`src/rtl/wb_master_bridge_if.sv`:
```
// Processor-side and Wishbone-side signal bundle for wb_master_bridge.
// The master modport is the bridge's view; the slave modport is the view of whatever drives it.
interface wb_master_bridge_if #(
  parameter int DATA_W = 32,
  parameter int ADDR_W = 32
);
  logic [ADDR_W-1:0]   proc_addr;
  logic [DATA_W-1:0]   proc_wdata;
  logic                proc_write;
  logic                proc_read;
  logic [2:0]          proc_op;
  logic [DATA_W-1:0]   proc_rdata;
  logic                proc_stall_pipl;
  logic                proc_err;

  logic [ADDR_W-1:0]   wb_adr_o;
  logic [DATA_W-1:0]   wb_dat_o;
  logic [DATA_W/8-1:0] wb_sel_o;
  logic                wb_we_o;
  logic                wb_cyc_o;
  logic                wb_stb_o;
  logic [DATA_W-1:0]   wb_dat_i;
  logic                wb_ack_i;
  logic                wb_err_i;

  modport master (
    input  proc_addr, proc_wdata, proc_write, proc_read, proc_op,
    output proc_rdata, proc_stall_pipl, proc_err,
    output wb_adr_o, wb_dat_o, wb_sel_o, wb_we_o, wb_cyc_o, wb_stb_o,
    input  wb_dat_i, wb_ack_i, wb_err_i
  );

  modport slave (
    output proc_addr, proc_wdata, proc_write, proc_read, proc_op,
    input  proc_rdata, proc_stall_pipl, proc_err,
    input  wb_adr_o, wb_dat_o, wb_sel_o, wb_we_o, wb_cyc_o, wb_stb_o,
    output wb_dat_i, wb_ack_i, wb_err_i
  );
endinterface

```
`src/rtl/wb_master_bridge.sv`:
```
// Processor load/store to Wishbone single-access bridge with lane alignment and sign extension.
// Optional bus timeout is enabled by defining WB_MASTER_TIMEOUT_EN.
module wb_master_bridge #(
  parameter int DATA_W  = 32,
  parameter int ADDR_W  = 32,
  parameter int TIMEOUT = 255
) (
  input  logic clk,
  input  logic rst,
  wb_master_bridge_if.master io_bus
);

  localparam int SEL_W = DATA_W / 8;
  localparam int OFF_W = $clog2(SEL_W);

  if (!(DATA_W == 32 || DATA_W == 64) || TIMEOUT < 1 || TIMEOUT > 65535) begin : g_bad_param
    $error("wb_master_bridge: DATA_W must be 32 or 64 and TIMEOUT within 1..65535");
  end

  typedef enum logic [1:0] {IDLE, BUS, DONE} state_t;

  state_t            r_state;
  state_t            w_next;
  logic [ADDR_W-1:0] r_adr;
  logic [DATA_W-1:0] r_dat;
  logic [SEL_W-1:0]  r_sel;
  logic              r_we;
  logic              r_cyc;
  logic              r_stb;
  logic [2:0]        r_op;
  logic [OFF_W-1:0]  r_off;
  logic              r_err;
  logic [DATA_W-1:0] r_rdata;

  logic              w_req;
  logic [OFF_W-1:0]  w_off;
  logic [SEL_W-1:0]  w_sizeMask;
  logic              w_misaligned;
  logic              w_illegal;
  logic              w_bad;
  logic              w_timeout;
  logic              w_busEnd;

  // Picks the addressed lane out of the bus word, then sign- or zero-extends it.
  function automatic logic [DATA_W-1:0] alignLoad(input logic [DATA_W-1:0] d,
                                                  input logic [OFF_W-1:0]  off,
                                                  input logic [2:0]        op);
    logic [DATA_W-1:0] s;
    logic [DATA_W-1:0] r;
    logic              fill;
    int                bits;
    s = d >> {off, 3'b000};
    case (op[1:0])
      2'b00:   begin bits = 8;      fill = s[7];        end
      2'b01:   begin bits = 16;     fill = s[15];       end
      2'b10:   begin bits = 32;     fill = s[31];       end
      default: begin bits = DATA_W; fill = s[DATA_W-1]; end
    endcase
    if (op[2]) fill = 1'b0;
    for (int i = 0; i < DATA_W; i++) r[i] = (i < bits) ? s[i] : fill;
    return r;
  endfunction

  assign w_req = io_bus.proc_read | io_bus.proc_write;
  assign w_off = io_bus.proc_addr[OFF_W-1:0];

  always_comb begin
    w_sizeMask   = '0;
    w_misaligned = 1'b0;
    case (io_bus.proc_op[1:0])
      2'b00: w_sizeMask = SEL_W'(8'h01);
      2'b01: begin
        w_sizeMask   = SEL_W'(8'h03);
        w_misaligned = io_bus.proc_addr[0];
      end
      2'b10: begin
        w_sizeMask   = SEL_W'(8'h0F);
        w_misaligned = |io_bus.proc_addr[1:0];
      end
      default: begin
        w_sizeMask   = SEL_W'(8'hFF);
        w_misaligned = |io_bus.proc_addr[2:0];
      end
    endcase
  end

  // Doubleword and WU only exist on a 64-bit bus; 111 is never a valid access size.
  assign w_illegal = (io_bus.proc_op == 3'b111) ||
                     ((DATA_W == 32) && (io_bus.proc_op == 3'b011 || io_bus.proc_op == 3'b110));
  assign w_bad     = w_misaligned | w_illegal;
  assign w_busEnd  = io_bus.wb_ack_i | io_bus.wb_err_i | w_timeout;

`ifdef WB_MASTER_TIMEOUT_EN
  logic [15:0] r_cnt;

  assign w_timeout = ~io_bus.wb_ack_i & ~io_bus.wb_err_i & (r_cnt == 16'(TIMEOUT - 1));

  always_ff @(posedge clk or posedge rst) begin
    if (rst) begin
      r_cnt <= '0;
    end else if (r_state == IDLE && w_req) begin
      r_cnt <= '0;
    end else if (r_state == BUS && !(io_bus.wb_ack_i || io_bus.wb_err_i)) begin
      r_cnt <= r_cnt + 16'd1;
    end
  end
`else
  assign w_timeout = 1'b0;
`endif

  always_ff @(posedge clk or posedge rst) begin
    if (rst) r_state <= IDLE;
    else     r_state <= w_next;
  end

  always_comb begin
    w_next = r_state;
    case (r_state)
      IDLE:    if (w_req) w_next = w_bad ? DONE : BUS;
      BUS:     if (w_busEnd) w_next = DONE;
      DONE:    w_next = IDLE;
      default: w_next = IDLE;
    endcase
  end

  // Rejected requests skip the bus entirely; only the error flag travels to DONE.
  always_ff @(posedge clk or posedge rst) begin
    if (rst) begin
      r_adr   <= '0;
      r_dat   <= '0;
      r_sel   <= '0;
      r_we    <= 1'b0;
      r_cyc   <= 1'b0;
      r_stb   <= 1'b0;
      r_op    <= '0;
      r_off   <= '0;
      r_err   <= 1'b0;
      r_rdata <= '0;
    end else begin
      case (r_state)
        IDLE: begin
          if (w_req) begin
            r_op  <= io_bus.proc_op;
            r_off <= w_off;
            r_err <= w_bad;
            if (!w_bad) begin
              r_adr <= {io_bus.proc_addr[ADDR_W-1:OFF_W], {OFF_W{1'b0}}};
              r_dat <= io_bus.proc_wdata << {w_off, 3'b000};
              r_sel <= io_bus.proc_write ? (w_sizeMask << w_off) : '1;
              r_we  <= io_bus.proc_write;
              r_cyc <= 1'b1;
              r_stb <= 1'b1;
            end
          end
        end
        BUS: begin
          if (w_busEnd) begin
            r_cyc <= 1'b0;
            r_stb <= 1'b0;
            r_err <= io_bus.wb_err_i | w_timeout;
            if (io_bus.wb_ack_i && !io_bus.wb_err_i && !r_we)
              r_rdata <= alignLoad(io_bus.wb_dat_i, r_off, r_op);
          end
        end
        default: ;
      endcase
    end
  end

  assign io_bus.proc_stall_pipl = w_req & (r_state != DONE);
  assign io_bus.proc_err        = (r_state == DONE) & r_err;
  assign io_bus.proc_rdata      = r_rdata;
  assign io_bus.wb_adr_o        = r_adr;
  assign io_bus.wb_dat_o        = r_dat;
  assign io_bus.wb_sel_o        = r_sel;
  assign io_bus.wb_we_o         = r_we;
  assign io_bus.wb_cyc_o        = r_cyc;
  assign io_bus.wb_stb_o        = r_stb;

endmodule

```
`src/flat_wrapper.sv`:
```
// flat-port wrapper written by rule: the top's interface ports become plain ports
module wb_master_bridge_flat 
#(
  parameter int DATA_W  = 32,
  parameter int ADDR_W  = 32,
  parameter int TIMEOUT = 255
)
  (clk, rst, io_bus_proc_addr, io_bus_proc_wdata, io_bus_proc_write, io_bus_proc_read, io_bus_proc_op, io_bus_proc_rdata, io_bus_proc_stall_pipl, io_bus_proc_err, io_bus_wb_adr_o, io_bus_wb_dat_o, io_bus_wb_sel_o, io_bus_wb_we_o, io_bus_wb_cyc_o, io_bus_wb_stb_o, io_bus_wb_dat_i, io_bus_wb_ack_i, io_bus_wb_err_i);
  wb_master_bridge_if #(.DATA_W(DATA_W), .ADDR_W(ADDR_W)) io_bus_i ();
  input  logic clk;
  input  logic rst;
  input wire logic [$bits(io_bus_i.proc_addr)-1:0] io_bus_proc_addr;
  input wire logic [$bits(io_bus_i.proc_wdata)-1:0] io_bus_proc_wdata;
  input wire logic [$bits(io_bus_i.proc_write)-1:0] io_bus_proc_write;
  input wire logic [$bits(io_bus_i.proc_read)-1:0] io_bus_proc_read;
  input wire logic [$bits(io_bus_i.proc_op)-1:0] io_bus_proc_op;
  output wire logic [$bits(io_bus_i.proc_rdata)-1:0] io_bus_proc_rdata;
  output wire logic [$bits(io_bus_i.proc_stall_pipl)-1:0] io_bus_proc_stall_pipl;
  output wire logic [$bits(io_bus_i.proc_err)-1:0] io_bus_proc_err;
  output wire logic [$bits(io_bus_i.wb_adr_o)-1:0] io_bus_wb_adr_o;
  output wire logic [$bits(io_bus_i.wb_dat_o)-1:0] io_bus_wb_dat_o;
  output wire logic [$bits(io_bus_i.wb_sel_o)-1:0] io_bus_wb_sel_o;
  output wire logic [$bits(io_bus_i.wb_we_o)-1:0] io_bus_wb_we_o;
  output wire logic [$bits(io_bus_i.wb_cyc_o)-1:0] io_bus_wb_cyc_o;
  output wire logic [$bits(io_bus_i.wb_stb_o)-1:0] io_bus_wb_stb_o;
  input wire logic [$bits(io_bus_i.wb_dat_i)-1:0] io_bus_wb_dat_i;
  input wire logic [$bits(io_bus_i.wb_ack_i)-1:0] io_bus_wb_ack_i;
  input wire logic [$bits(io_bus_i.wb_err_i)-1:0] io_bus_wb_err_i;
  assign io_bus_i.proc_addr = io_bus_proc_addr;
  assign io_bus_i.proc_wdata = io_bus_proc_wdata;
  assign io_bus_i.proc_write = io_bus_proc_write;
  assign io_bus_i.proc_read = io_bus_proc_read;
  assign io_bus_i.proc_op = io_bus_proc_op;
  assign io_bus_proc_rdata = io_bus_i.proc_rdata;
  assign io_bus_proc_stall_pipl = io_bus_i.proc_stall_pipl;
  assign io_bus_proc_err = io_bus_i.proc_err;
  assign io_bus_wb_adr_o = io_bus_i.wb_adr_o;
  assign io_bus_wb_dat_o = io_bus_i.wb_dat_o;
  assign io_bus_wb_sel_o = io_bus_i.wb_sel_o;
  assign io_bus_wb_we_o = io_bus_i.wb_we_o;
  assign io_bus_wb_cyc_o = io_bus_i.wb_cyc_o;
  assign io_bus_wb_stb_o = io_bus_i.wb_stb_o;
  assign io_bus_i.wb_dat_i = io_bus_wb_dat_i;
  assign io_bus_i.wb_ack_i = io_bus_wb_ack_i;
  assign io_bus_i.wb_err_i = io_bus_wb_err_i;
  wb_master_bridge #(.DATA_W(DATA_W), .ADDR_W(ADDR_W), .TIMEOUT(TIMEOUT)) u_core (.clk(clk), .rst(rst), .io_bus(io_bus_i));
endmodule
```
`config.mk`:
```
export PLATFORM = sky130hd
export DESIGN_NAME = wb_master_bridge_flat
export DESIGN_NICKNAME = d
export VERILOG_FILES = /design/src/rtl/wb_master_bridge_if.sv /design/src/rtl/wb_master_bridge.sv /design/src/flat_wrapper.sv
export SDC_FILE = /design/constraint.sdc
export NUM_CORES = 1
export LEC_CHECK = 0
export CORE_MARGIN = 4
export CORE_UTILIZATION = 40
export CTS_BUF_LIST = sky130_fd_sc_hd__clkbuf_16
export CTS_CLUSTER_SIZE = 8
export DETAILED_ROUTE_END_ITERATION = 10
export PLACE_DENSITY = 0.83
export SETUP_SLACK_MARGIN = 0.4
export SLEW_MARGIN = 20
export SYNTH_ARGS = -nofsm -noshare
export SYNTH_HDL_FRONTEND = slang
export SYNTH_SLANG_ARGS = --single-unit
```
`constraint.sdc`:
```
create_clock -name clk -period 5.9 [get_ports clk]
set_input_delay 1.77 -clock clk [delete_from_list [all_inputs] [get_ports clk]]
set_output_delay 1.77 -clock clk [all_outputs]
set_load 0.005 [all_outputs]
```
# ---- After elaboration in Yosys (flattened, before gate mapping)
# Index checks and enable logic that the tools add are counted.
dict set report word_totals {
  output_inout_bits 105
  register_bits 108
}
dict set report classes {
  magnitude_cmp 32
  shifts 3
  n_eq_ne 12
  mux 52
  n_bitwise 6
  reduce_logical 18
}
# operator n
set ops {}
lappend ops {{$lt A6 B32 Y1 const A} 16}
lappend ops {{$lt A5 B32 Y1 const A} 8}
lappend ops {{$lt A4 B32 Y1 const A} 4}
lappend ops {{$mux W32} 3}
lappend ops {{$lt A3 B32 Y1 const A} 2}
lappend ops {{$mux W1} 38}
lappend ops {{$lt A1 B32 Y1 const A} 1}
lappend ops {{$lt A2 B32 Y1 const A} 1}
lappend ops {{$shl A32 B5 Y32} 1}
lappend ops {{$shr A32 B5 Y32} 1}
lappend ops {{$pmux W6 S2} 1}
lappend ops {{$reduce_and A3 Y1} 3}
lappend ops {{$pmux W4 S2} 1}
lappend ops {{$eq A2 B1 Y1 const B} 3}
lappend ops {{$eq A3 B3 Y1 const B} 2}
lappend ops {{$logic_not A2 Y1} 3}
lappend ops {{$mux W2} 3}
lappend ops {{$pmux W1 S2} 3}
lappend ops {{$eq A2 B2 Y1 const B} 2}
lappend ops {{$mux W4} 1}
lappend ops {{$ne A2 B1 Y1 const B} 2}
lappend ops {{$ne A2 B2 Y1 const B} 2}
lappend ops {{$pmux W2 S2} 1}
lappend ops {{$reduce_and A2 Y1} 2}
lappend ops {{other kinds (13)} 19}

# ---- Longest topological paths before layout
# Gate-level depths: netlist of run 1.
dict set report logic_depth {
  depth_word 8
  ltp_mapped 9
  mapped_depth_nobuf 8
}

# ---- Worst setup path before layout of run 1
# Ideal clock, no wire load.
dict set report synth_timing {
  kind {in2out}
  startpoint {input io_bus_proc_write}
  endpoint {output io_bus_proc_stall_pipl}
  stages 2
  required_ps 4130
  path_slack_ps 2090
  t_arrival_ps 2040
  cell_sequence {nor2_1 > a21oi_1}
}
dict set report synth_between {
  elab_chain_cells 2
}
# item line
set synth_rtl {}
lappend synth_rtl {{from (decl)} flat_wrapper.sv:14} ;# input wire logic [$bits(io_bus_i.proc_write)-1:0] io_bus_proc_write;
lappend synth_rtl {{$or A1 B1 Y1} wb_master_bridge.sv:64} ;# assign w_req = io_bus.proc_read | io_bus.proc_write;
lappend synth_rtl {{$and A1 B1 Y1} wb_master_bridge.sv:170} ;# assign io_bus.proc_stall_pipl = w_req & (r_state != DONE);
lappend synth_rtl {{to (decl)} flat_wrapper.sv:18} ;# output wire logic [$bits(io_bus_i.proc_stall_pipl)-1:0] io_bus_proc_stall_pipl;
# No other way between the ends.

# ---- Worst setup path after layout of run 1
# Same ends and word-level chain as after synthesis.

==> results of run 1 <==
-- power by group --
group	switching (W)	internal (W)
registers	0.000248	0.00108
clock network	0.000267	0.000410
logic	0.000735	0.000946
-- registers in the layout (all words and copies together) (netlist names) --
name,flops
u_core.io_bus.wb_we_o,1
u_core.io_bus.wb_cyc_o,1
u_core.r_err,1
u_core.r_state,2
u_core.r_off,2
u_core.io_bus.proc_rdata,32
u_core.io_bus.wb_adr_o,30
u_core.io_bus.wb_dat_o,32
u_core.io_bus.wb_sel_o,4
u_core.r_op,3
-- path summary, 6_finish.rpt --
| check | from | endpoint | slack, ps |
|---|---|---|---|
| max | io_bus_proc_write | io_bus_proc_stall_pipl | 1160 |
| min | u_core.io_bus.wb_dat_o[1] | u_core.io_bus.wb_dat_o[1] | 470 |
| max reg2reg | u_core.r_op[0] | u_core.io_bus.proc_rdata[20] | 3160 |
| min reg2reg | u_core.io_bus.wb_dat_o[1] | u_core.io_bus.wb_dat_o[1] | 470 |
| max in group asynchronous | rst | u_core.io_bus.wb_dat_o[1] | 3090 |
| min in group asynchronous | rst | u_core.io_bus.proc_rdata[6] | 1940 |
-- cell families (layout without fill, tap and decap cells) --
kind of cell / count (synthesis) / in the layout
buf+inv: 45 / 232
fa+ha+maj: 2 / 2
compound gates: 124 / 124
mux: 45 / 45
flops: 108 / 108
other cells: 1 / 2
simple gates: 246 / 246
-- stage by stage --
step / setup WS, ps / area [µm²] / instances
floorplan: 1280 / 5260 / 572
global placement: 1160 / 7380 / 916
detailed placement: 1160 / 7380 / 916
CTS: 1150 / 7710 / 931
global route: 1120 / 7720 / 931
finish: 1160 / 7720 / 931
-- metal layers --
| metal | vias up | share of wire | global-route usage |
|---|---|---|---|
| li1 | 2289 | - | - |
| met3 | 30 | 0.11 | 0.0862 |
| met5 | - | 0 | 0 |
| met4 | 0 | 0.027 | 0.0798 |
| met1 | 2293 | 0.38 | 0.259 |
| met2 | 216 | 0.48 | 0.362 |
-- cell usage in the layout, fill, tap and decap left out, drive strengths merged, types with 7 or more instances in the layout --
cell and n:
nand3 9, clkbuf 9, mux2i 33, nand2 170
mux2 12, o31ai 8, dfrtp 108, nor2b 10
a21oi 52, o21ai 26, clkdlybuf4s50 206, a31oi 8
a211oi 10, nor2 44, a22o 7
-- area by class of cell --
type | count | area, µm² | area share
clock inverters | 6 | 105 | 0.0136
multi-input cells | 419 | 2340 | 0.304
flip-flops and latches | 108 | 2700 | 0.350
clock buffers | 9 | 225 | 0.0292
repair buffers | 212 | 2100 | 0.273
inverters | 5 | 23.8 | 0.00308
well taps | 172 | 215 | 0.0279
-- worst max-delay path: stages --
cell and delay, ps:
clkdlybuf4s50_1 420, nor2_1 250, a21oi_1 70, clkdlybuf4s50_1 460
==> run_results.csv, run 1 <==
group,metric,value,unit
cts,clock_sinks,108,
synthesis,synth-simple-area-share,0.193,
cts,insertion_delay,350,ps
cts,cts_tree,"yes",
synthesis,synth_area,5260,µm²
power,p_leak,3.45,nW
cts,cts-root-buf,"clkbuf_16",
synthesis,yosysMostFrequentCell,"nand2_1",
cts,cts_setup_buffers,0,
timing,period_needed,4740,ps
job,max_cap_violations,0,
floorplanning,ios,210,
synthesis,synth_area_per_cell,9.20,µm²
cts,clk_path_buf_depth,2,
synthesis,synth_edf_count,0,
synthesis,async_flop_share,1.00,
timing,tightest_slew,1010,ps
global_routing,grt_util_all_layers,0.219,
layout,syn_to_final_growth,46.9,%
hold_path,min_path_cells,2,
critical_path,critPathMaxFanout,2,
synthesis,synth_area_leaders,"dfrtp_1, nand2_1, mux2i_1, a21oi_1, nor2_1",
power,vdd_ir_drop_max,267,µV
synthesis,synthAdderAreaFrac,0.00476,
floorplanning,fp.coreArea,12700,µm²
cts,path_clk_slew,70,ps
critical_path,r2r_cells,7,
power,finalPower,0.00369,W
cts,hold_buffers,0,
synthesis,synth_common_cells,"nand2_1, dfrtp_1, nor2_1",
timing,slew_headroom,0.329,
layout,final_util,0.607,
critical_path,cp.arrival,2970,ps
global_routing,grt_overflow,0,
placement,gp_congestion,0.936,
synthesis,muxShareOfSynthArea,0.0893,
critical_path,critical_path_required,4130,ps
synthesis,synth_compound_area_frac,0.156,
layout,antenna_cells,0,
global_routing,grt_max_degree,80,
floorplanning,start_util,0.413,
synthesis,synthDistinctLibCells,40,
placement,portBuffers,207,
routing,routed_wl,16400,µm
routing,drtPass1Iterations,5,
floorplanning,row_count,41,
synthesis,yosys.area.top_type_share,0.514,
global_routing,antenna_found_initial,0,
status,status,"completed",
floorplanning,die_w,123,µm
timing,finalHoldViolations,0,
placement,place_hpwl,12200,µm
global_routing,grt_pass1_wl,25700,µm
routing,ant_nets,0,
routing,via_per_inst,5.19,
synthesis,synth_cells,571,
routing,drc,0,
critical_path,endpoint_kind,"output port",
hold_path,hp-class,"reg -> reg",
synthesis,synth_top_area_cell,"dfrtp_1",
layout,fin_nets,862,
cts,htreeDepth,3,
power,power.density,478,nW/µm²
synthesis,synthXorXnorAreaFrac,0,
cts,cts_made_buffers,9,
synthesis,ys_seq_elements,108,
layout,drive_gt1_frac,0.0646,
routing,drtIter0Drc,265,
timing,whs,467,ps
floorplanning,fp.dieH,123,µm
cts,ctsResizeCount,0,
critical_path,cp-start-kind,"input port",
timing,post-route-period-util,0.804,
routing,wl_per_cell,17.7,µm
floorplanning,dieArea,15000,µm²
timing,setup_tns,0,ps
timing,fmaxAchievable,0.211,GHz
global_routing,grt_pass1_vias,4933,
routing,vias,4828,
synthesis,yosys_warnings,0,
layout,num-fill-cells,1128,
timing,report.final.slew_viol_count,0,
critical_path,worstSetupPathType,"in -> out",
synthesis,synth_flop_cell,"dfrtp_1",
timing,finalClockSkew,6.59,ps
synthesis,seq_area_frac_synth,0.514,
synthesis,synth_top_family_by_area,"simple AND/OR/NAND/NOR gates",
timing,rsz0062_at_grt,"false",
timing,setup_viol,0,
(Power assumes the default switching activity.)
==> inputs of run 2 (changes only) <==
Clock period 5.9 ns to 4.81 ns, I/O delays scaled along.
==> run_results.csv, run 2 (synthesized netlist as in run 1, its figures left out) <==
group,metric,value,unit
cts,ctsResizeCount,0,
critical_path,cp_common_cell,"clkdlybuf4s50_1",
global_routing,grt_overflow,0,
cts,clk_path_buf_depth,2,
cts,cts_tree,"yes",
layout,layout_commonest_cell,"clkdlybuf4s50_1",
power,clkPwrFrac,0.176,
routing,vias,4859,
cts,insertion_delay,350,ps
power,vdd_ir_drop_max,308,µV
timing,finalClockSkew,12.7,ps
cts,clock_sinks,108,
placement,place_hpwl,12200,µm
power,netSwitchingFraction,0.345,
floorplanning,die_w,123,µm
critical_path,crit_slowest_cell,"clkdlybuf4s50_1",
power,p_int,0.00295,W
critical_path,crit_chain,"clkdlybuf4s50_1, nor2_1, a21oi_1, clkdlybuf4s50_1",
timing,slew_headroom,0.345,
routing,ant_nets,0,
cts,hold_buffers,0,
routing,drtPass1Iterations,5,
status,status,"completed",
routing,via_per_inst,5.20,
cts,cts_setup_buffers,0,
power,switchingPower,0.00155,W
timing,tightest_slew,983,ps
timing,finalHoldViolations,0,
cts,cts_made_buffers,9,
floorplanning,fp.coreArea,12700,µm²
global_routing,grt_util_all_layers,0.216,
power,finalPower,0.00450,W
timing,setup_viol,0,
timing,whs,466,ps
global_routing,grt_max_degree,90,
floorplanning,dieArea,15000,µm²
layout,num-fill-cells,1099,
global_routing,antenna_found_initial,0,
layout,final_cell_mix,"clkdlybuf4s50_1, nand2_1, dfrtp_1, nor2_1, a21oi_1",
critical_path,cp.arrival,2700,ps
critical_path,max_stage_delay,540,ps
timing,setup_slack,665,ps
timing,post-route-period-util,0.862,
critical_path,cp-start-kind,"input port",
layout,syn_to_final_growth,46.9,%
placement,placed_cells,918,
routing,drc,0,
layout,drive_gt1_frac,0.0696,
cts,cts-root-buf,"clkbuf_16",
global_routing,grt_pass1_vias,4943,
critical_path,worstSetupPathType,"in -> out",
floorplanning,fp.dieH,123,µm
timing,rsz0062_at_grt,"false",
layout,finalNonFillerCells,934,
power,p_leak,3.45,nW
hold_path,hp-class,"reg -> reg",
critical_path,endpoint_kind,"output port",
critical_path,cp_num_buf_inv,2,
routing,drtIter0Drc,316,
floorplanning,start_util,0.413,
routing,wl_per_cell,17.5,µm
placement,dp_slack,693,ps
critical_path,critical_path_required,3370,ps
routing,routed_wl,16300,µm
global_routing,grt_pass1_wl,25400,µm
timing,setup_tns,0,ps
timing,fmaxAchievable,0.241,GHz
power,power.density,583,nW/µm²
power,pwr-share-seq,0.364,
critical_path,critPathTopFamily,"buffers and inverters",
placement,portBuffers,207,
cts,path_clk_slew,70,ps
floorplanning,ios,210,
timing,period_needed,4150,ps
cts,htreeDepth,3,
floorplanning,row_count,41,
timing,report.final.slew_viol_count,0,
job,max_cap_violations,0,
power,combPwrFrac,0.460,
placement,gp_congestion,0.976,
layout,fin_nets,864,
layout,antenna_cells,0,
critical_path,critPathMaxFanout,2,
## run 2: cell type report
cell class	instances	area [µm²]	share of cell area
repair buffers	214	2120	0.275
inverters	5	23.8	0.00308
clock buffers	9	225	0.0292
well taps	172	215	0.0279
flip-flops and latches	108	2700	0.350
clock inverters	7	91.3	0.0118
multi-input cells	419	2340	0.303
## run 2: power groups by stage
stage	Clock, W	Sequential, W	Combinational (W)
5_1_grt	0.000843	0.00170	0.00225
6_report	0.000792	0.00164	0.00207
3_5_place_dp	0	0.00165	0.00208
2_1_floorplan	0	0.00160	0.000947
4_1_cts	0.000805	0.00164	0.00209
3_3_place_gp	0	0.00162	0.00201
## run 2: worst paths after layout
kind,cells after the start,end,slack (ps),start
min,2,u_core.io_bus.wb_dat_o[0],470,u_core.io_bus.wb_dat_o[0]
min in group asynchronous,2,u_core.io_bus.wb_adr_o[4],1640,rst
max reg2reg,7,u_core.io_bus.proc_rdata[17],2000,u_core.r_op[0]
max in group asynchronous,3,u_core.io_bus.proc_rdata[13],2380,rst
max,4,io_bus_proc_stall_pipl,660,io_bus_proc_write
min reg2reg,2,u_core.io_bus.wb_dat_o[0],470,u_core.io_bus.wb_dat_o[0]
## run 2: tightest hold or removal path: stages (launching register included)
cell and delay, ps:
dfrtp_1 340, nand2_1 50, nand2_1 40
## run 2: metrics by stage
stage                     area, µm²  utilization
after floorplan                5260            -
after global placement         7400        0.581
after detailed placement       7400        0.581
after CTS                      7710        0.606
after global routing           7720        0.607
final                          7720        0.607
## run 2: metal layers
| metal | up-vias | track usage | wire, µm |
|---|---|---|---|
| li1 | 2296 | - | - |
| met4 | 0 | 0.101 | 543 |
| met5 | - | 0 | 0 |
| met1 | 2309 | 0.246 | 6210 |
| met3 | 34 | 0.0751 | 1690 |
| met2 | 220 | 0.363 | 7900 |
